### src/rtl/alu_sequencer_if.sv
// rtl/alu_sequencer_if.sv - control/status bundle between the ALU sequencer and the surrounding core
interface alu_sequencer_if;
  logic       Start;
  logic       Mem_Ready;
  logic [1:0] Opcode;
  logic       Zero;
  logic       Mem_Read;
  logic       IR_Write;
  logic       RegWrite;
  logic       PC_Write;
  logic       ALU_OP;
  logic       Branch;
  logic       Imm_Sel;
  logic       Busy;
  logic       Halted;
  logic [7:0] Retired;
  logic [2:0] State;

  modport master (
    output Start, Mem_Ready, Opcode, Zero,
    input  Mem_Read, IR_Write, RegWrite, PC_Write, ALU_OP, Branch, Imm_Sel,
    input  Busy, Halted, Retired, State
  );

  modport slave (
    input  Start, Mem_Ready, Opcode, Zero,
    output Mem_Read, IR_Write, RegWrite, PC_Write, ALU_OP, Branch, Imm_Sel,
    output Busy, Halted, Retired, State
  );
endinterface

### src/rtl/alu_sequencer.sv
// rtl/alu_sequencer.sv - multi-cycle control FSM sequencing the shared 8-bit ALU
module alu_sequencer (
  input  logic           clk,
  input  logic           rst_n,
  alu_sequencer_if.slave bus
);

  localparam logic [2:0] IDLE   = 3'd0;
  localparam logic [2:0] FETCH  = 3'd1;
  localparam logic [2:0] DECODE = 3'd2;
  localparam logic [2:0] EXEC   = 3'd3;
  localparam logic [2:0] WB     = 3'd4;
  localparam logic [2:0] PCINC  = 3'd5;
  localparam logic [2:0] BRANCH = 3'd6;
  localparam logic [2:0] HALT   = 3'd7;

  logic [2:0] state;
  logic [2:0] state_nxt;
  logic       op_shift;
  logic [7:0] retired;
  logic       pc_write;

  // Opcode is captured in DECODE so EXEC/WB controls stay Moore-only.
  always_ff @(posedge clk or negedge rst_n) begin
    if (!rst_n) begin
      state    <= IDLE;
      op_shift <= 1'b0;
      retired  <= 8'd0;
    end else begin
      state <= state_nxt;
      if (state == DECODE) op_shift <= bus.Opcode[0];
      if (pc_write) retired <= retired + 8'd1;
    end
  end

  always_comb begin
    state_nxt = state;
    case (state)
      IDLE:    if (bus.Start) state_nxt = FETCH;
      FETCH:   if (bus.Mem_Ready) state_nxt = DECODE;
      DECODE: begin
        case (bus.Opcode)
          2'b10:   state_nxt = BRANCH;
          2'b11:   state_nxt = HALT;
          default: state_nxt = EXEC;
        endcase
      end
      EXEC:    state_nxt = WB;
      WB:      state_nxt = PCINC;
      PCINC:   state_nxt = FETCH;
      BRANCH:  state_nxt = bus.Zero ? FETCH : PCINC;
      HALT:    state_nxt = HALT;
      default: state_nxt = IDLE;
    endcase
  end

  always_comb begin
    bus.Mem_Read = 1'b0;
    bus.IR_Write = 1'b0;
    bus.RegWrite = 1'b0;
    pc_write     = 1'b0;
    bus.ALU_OP   = 1'b0;
    bus.Branch   = 1'b0;
    bus.Imm_Sel  = 1'b0;
    case (state)
      FETCH: begin
        bus.Mem_Read = 1'b1;
        bus.IR_Write = bus.Mem_Ready;
      end
      EXEC:  bus.ALU_OP = op_shift;
      WB: begin
        bus.ALU_OP   = op_shift;
        bus.RegWrite = 1'b1;
      end
      // PC + 1 through the shared ALU: PC on A, constant 1 on B.
      PCINC: begin
        bus.Branch  = 1'b1;
        bus.Imm_Sel = 1'b1;
        pc_write    = 1'b1;
      end
      BRANCH: begin
        bus.Branch = 1'b1;
        pc_write   = bus.Zero;
      end
      default: ;
    endcase
  end

  assign bus.PC_Write = pc_write;
  assign bus.Busy     = (state != IDLE) && (state != HALT);
  assign bus.Halted   = (state == HALT);
  assign bus.Retired  = retired;
  assign bus.State    = state;

endmodule
### src/flat_wrapper.sv
// flat-port wrapper written by rule: the top's interface ports become plain ports
module alu_sequencer_flat 
  (clk, rst_n, bus_Start, bus_Mem_Ready, bus_Opcode, bus_Zero, bus_Mem_Read, bus_IR_Write, bus_RegWrite, bus_PC_Write, bus_ALU_OP, bus_Branch, bus_Imm_Sel, bus_Busy, bus_Halted, bus_Retired, bus_State);
  alu_sequencer_if bus_i ();
  input  logic clk;
  input  logic rst_n;
  input wire logic [$bits(bus_i.Start)-1:0] bus_Start;
  input wire logic [$bits(bus_i.Mem_Ready)-1:0] bus_Mem_Ready;
  input wire logic [$bits(bus_i.Opcode)-1:0] bus_Opcode;
  input wire logic [$bits(bus_i.Zero)-1:0] bus_Zero;
  output wire logic [$bits(bus_i.Mem_Read)-1:0] bus_Mem_Read;
  output wire logic [$bits(bus_i.IR_Write)-1:0] bus_IR_Write;
  output wire logic [$bits(bus_i.RegWrite)-1:0] bus_RegWrite;
  output wire logic [$bits(bus_i.PC_Write)-1:0] bus_PC_Write;
  output wire logic [$bits(bus_i.ALU_OP)-1:0] bus_ALU_OP;
  output wire logic [$bits(bus_i.Branch)-1:0] bus_Branch;
  output wire logic [$bits(bus_i.Imm_Sel)-1:0] bus_Imm_Sel;
  output wire logic [$bits(bus_i.Busy)-1:0] bus_Busy;
  output wire logic [$bits(bus_i.Halted)-1:0] bus_Halted;
  output wire logic [$bits(bus_i.Retired)-1:0] bus_Retired;
  output wire logic [$bits(bus_i.State)-1:0] bus_State;
  assign bus_i.Start = bus_Start;
  assign bus_i.Mem_Ready = bus_Mem_Ready;
  assign bus_i.Opcode = bus_Opcode;
  assign bus_i.Zero = bus_Zero;
  assign bus_Mem_Read = bus_i.Mem_Read;
  assign bus_IR_Write = bus_i.IR_Write;
  assign bus_RegWrite = bus_i.RegWrite;
  assign bus_PC_Write = bus_i.PC_Write;
  assign bus_ALU_OP = bus_i.ALU_OP;
  assign bus_Branch = bus_i.Branch;
  assign bus_Imm_Sel = bus_i.Imm_Sel;
  assign bus_Busy = bus_i.Busy;
  assign bus_Halted = bus_i.Halted;
  assign bus_Retired = bus_i.Retired;
  assign bus_State = bus_i.State;
  alu_sequencer u_core (.clk(clk), .rst_n(rst_n), .bus(bus_i));
endmodule
### config.mk
export PLATFORM = sky130hd
export DESIGN_NAME = alu_sequencer_flat
export DESIGN_NICKNAME = d
export VERILOG_FILES = /design/src/rtl/alu_sequencer_if.sv /design/src/rtl/alu_sequencer.sv /design/src/flat_wrapper.sv
export SDC_FILE = /design/constraint.sdc
export NUM_CORES = 1
export LEC_CHECK = 0
export CORE_UTILIZATION = 44
export CTS_CLUSTER_SIZE = 10
export DETAILED_ROUTE_END_ITERATION = 7
export HOLD_SLACK_MARGIN = 0.08
export PLACE_DENSITY = 0.9
export SYNTH_ARGS = -nofsm -noshare
export SYNTH_HDL_FRONTEND = slang
export SYNTH_SLANG_ARGS = --single-unit
### constraint.sdc
create_clock -name clk -period 2.6 [get_ports clk]
set_clock_uncertainty 0.2 [all_clocks]
set_input_delay 0.39 -clock clk [delete_from_list [all_inputs] [get_ports clk]]
set_output_delay 0.39 -clock clk [all_outputs]
set_load 0.1 [all_outputs]
==> insert_results.sql <==
INSERT INTO impl_metrics (metric_group, metric, value, unit) VALUES
('run_status', 'run_status', 'complete, no violations', ''),
('routing', 'first_iter_violations', '22', ''),
('yosys', 'number_of_unique_standard_cell_types_used_by_synthesis', '27', ''),
('clock_tree', 'postCtsSetupBuffers', '0', ''),
('global_route', 'wire_length_of_the_first_global_routing_pass', '2076', 'µm'),
('yosys', 'avgSynthCellArea', '10.59', 'µm²'),
('clock_tree', 'clock_insertion_delay_worst_skew', '270', 'ps'),
('yosys', 'ys_warn_count', '0', ''),
('placement', 'dp_hpwl', '1187', 'µm'),
('final_layout', 'nets', '99', ''),
('yosys', 'syn_nets', '71', ''),
('final_layout', 'multi_input_area', '354.1', 'µm²'),
('final_layout', 'regArea', '309.0', 'µm²'),
('setup_path', 'worst-endpoint-required', '2010', 'ps'),
('placement', 'routabilityCongestion', '0.8060', ''),
('yosys', 'synthDominantAreaCellType', 'sky130_fd_sc_hd__dfrtp_1', ''),
('timing', 'finalSetupViolCount', '0', ''),
('timing', 'setup_ws', '535.5', 'ps'),
('floorplanning', 'core.rowCount', '13', ''),
('final_layout', 'final_area', '984.7', 'µm²'),
('yosys', 'syn_area', '666.9', 'µm²'),
('clock_tree', 'cts_hold_repair.buffers', '0', ''),
('setup_path', 'worstSetupStartpointType', 'flop', ''),
('global_route', 'global_route.usage.total', '19.55', '%'),
('timing', 'worst_slew_margin_rel', '64.98', '%'),
('global_route', 'grt_start_max_net_pins', '13', ''),
('yosys', 'synthCells', '63', ''),
('routing', 'drt-vias-per-instance', '5.419', ''),
('routing', 'ant_nets', '0', ''),
('routing', 'drc_errors', '0', ''),
('clock_tree', 'post_cts_gate_resize_count', '0', ''),
('setup_path', 'worstRegToRegCells', '4', ''),
('routing', 'wl_per_cell', '13.88', 'µm'),
('timing', 'final_max_slew_viol_count', '0', ''),
('yosys', 'synth_top_cells_by_area', 'sky130_fd_sc_hd__dfrtp_1, sky130_fd_sc_hd__xnor2_1, sky130_fd_sc_hd__buf_6', ''),
('routing', 'vias', '569', ''),
('setup_path', 'critical_path_peak_fanout', '11', ''),
('floorplanning', 'io_pins', '27', ''),
('floorplanning', 'die_h', '40.93', 'µm'),
('floorplanning', 'initial_utilization', '49.40', '%'),
('setup_path', 'regToRegStartpoint', 'u_core.bus.State[0]', ''),
('setup_path', 'worstPathArrival', '1470', 'ps'),
('final_layout', 'layout.cells.most_common', 'sky130_fd_sc_hd__buf_4', ''),
('clock_tree', 'cts_htree_levels', '1', ''),
('setup_path', 'cpMaxStageDelayCell', 'sky130_fd_sc_hd__dfrtp_4', ''),
('clock_tree', 'clock-sinks', '12', ''),
('setup_path', 'critPathKind', 'reg2out', ''),
('timing', 'maxClockFrequency', '484.4', 'MHz'),
('global_route', 'initial_antenna_violation_count', '0', ''),
('final_layout', 'mostFrequentLayoutCells', 'sky130_fd_sc_hd__buf_4, sky130_fd_sc_hd__dfrtp_1, sky130_fd_sc_hd__xnor2_1, sky130_fd_sc_hd__clkdlybuf4s50_1, sky130_fd_sc_hd__buf_12', ''),
('final_layout', 'diodes', '0', ''),
('final_layout', 'nFillCells', '96', ''),
('setup_path', 'cpPeakStageDelay', '510', 'ps'),
('clock_tree', 'clock_tree.buffer_depth', '2', ''),
('setup_path', 'crit_chain', 'nor2b_1 -> o21a_1 -> buf_4', ''),
('flow_run', 'maxcap_violations', '0', ''),
('placement', 'pre_cts_ws', '558.6', 'ps'),
('timing', 'grt_setup_unrepaired', 'no', ''),
('placement', 'placed_cell_area', '958.4', 'µm²'),
('routing', 'drtPass1Iterations', '4', ''),
('final_layout', 'drive_gt1_share', '42.22', '%'),
('clock_tree', 'clock_tree_from_tritoncts', 'done', ''),
('timing', 'tightest_slew', '523.6', 'ps'),
('clock_tree', 'cts_bufs_inserted', '3', ''),
('global_route', 'first_global_vias', '486', ''),
('final_layout', 'area_growth_syn_to_layout', '47.65', '%'),
('floorplanning', 'die_x', '40.93', 'µm'),
('routing', 'drt_wl_total', '1457', 'µm'),
('yosys', 'synth_top_area_share', '45.03', '%'),
('placement', 'place.port_buffers', '26', ''),
('timing', 'layout_worst_path_cycle_share', '79.40', '%');
cell families (layout without fill, tap and decap cells):
family | after synthesis | in the layout | share of synthesized area [%]
compound gates | 10 | 10 | 9.381
buf+inv | 5 | 32 | 6.754
mux | 2 | 2 | 3.939
xor+xnor | 7 | 7 | 9.193
fa+ha+maj | 1 | 1 | 1.876
flops | 12 | 12 | 45.03
simple gates | 26 | 26 | 23.83
sequential cells by signal, summed over array words and instances, names as in the netlist:
signal,flops
u_core.op_shift,1
u_core.bus.State,3
u_core.bus.Retired,8
per-stage QoR:
step	hold slack, ps	utilization [%]	instances	setup TNS [ps]
2_1_floorplan	-105.6	-	63	-49.61
3_3_place_gp	261.4	70.99	101	0
3_5_place_dp	271.2	70.99	101	0
4_1_cts	274.9	72.94	105	0
5_1_grt	277.8	72.94	105	0
6_report	262.4	72.94	105	0
final timing paths:
path / slack, ps / to
setup / recovery: 540 / bus_Branch
hold / removal: 260 / u_core.bus.Retired[5]
setup reg to reg: 820 / u_core.bus.Retired[1]
hold reg to reg: 280 / u_core.bus.Retired[7]
max in group asynchronous: 1550 / u_core.bus.State[2]
min in group clk: 280 / u_core.bus.Retired[7]
critical path: cells and delay by family, from the launching register on:
family	cells	cell delay [ps]
AOI/OAI and AO/OA	1	140
DFF	1	510
and+or+nand+nor	1	270
buffers and inverters	1	280
layout make-up:
type	count	share of cell area, %
Clock buffer	4	2.668
Inverter	1	0.8895
Multi-Input combinational cell	46	35.96
Sequential cell	12	31.38
Tap cell	15	1.906
Timing Repair Buffer	27	27.19
layer usage:
layer  vias to the layer above  GRT usage, %  wire, µm
li1                        276             -         -
met1                       280         22.97       607
met2                        11         32.42       803
met3                         2         8.152        43
met4                         0         5.000         4
met5                         -             0         0
Yosys cell counts:
library cell and instances:
sky130_fd_sc_hd__a211oi_1 1, sky130_fd_sc_hd__a21o_1 1, sky130_fd_sc_hd__a21oi_1 2, sky130_fd_sc_hd__and2_1 1, sky130_fd_sc_hd__and3_1 3, sky130_fd_sc_hd__and4_1 2, sky130_fd_sc_hd__and4b_4 1, sky130_fd_sc_hd__buf_4 1
sky130_fd_sc_hd__buf_6 3, sky130_fd_sc_hd__dfrtp_1 12, sky130_fd_sc_hd__ha_1 1, sky130_fd_sc_hd__inv_1 1, sky130_fd_sc_hd__mux2_2 1, sky130_fd_sc_hd__mux2_4 1, sky130_fd_sc_hd__nand2_1 3, sky130_fd_sc_hd__nand2b_1 2
sky130_fd_sc_hd__nand3_1 3, sky130_fd_sc_hd__nand4_1 3, sky130_fd_sc_hd__nor2_1 4, sky130_fd_sc_hd__nor2b_1 1, sky130_fd_sc_hd__nor2b_4 1, sky130_fd_sc_hd__nor3_1 2, sky130_fd_sc_hd__o21a_1 2, sky130_fd_sc_hd__o21ai_0 3
sky130_fd_sc_hd__o21bai_1 1, sky130_fd_sc_hd__xnor2_1 6, sky130_fd_sc_hd__xor2_1 1
Power is left out: the tool's default activity adds up to more than one toggle a clock period on the data nets, which glitch-free logic cannot reach.
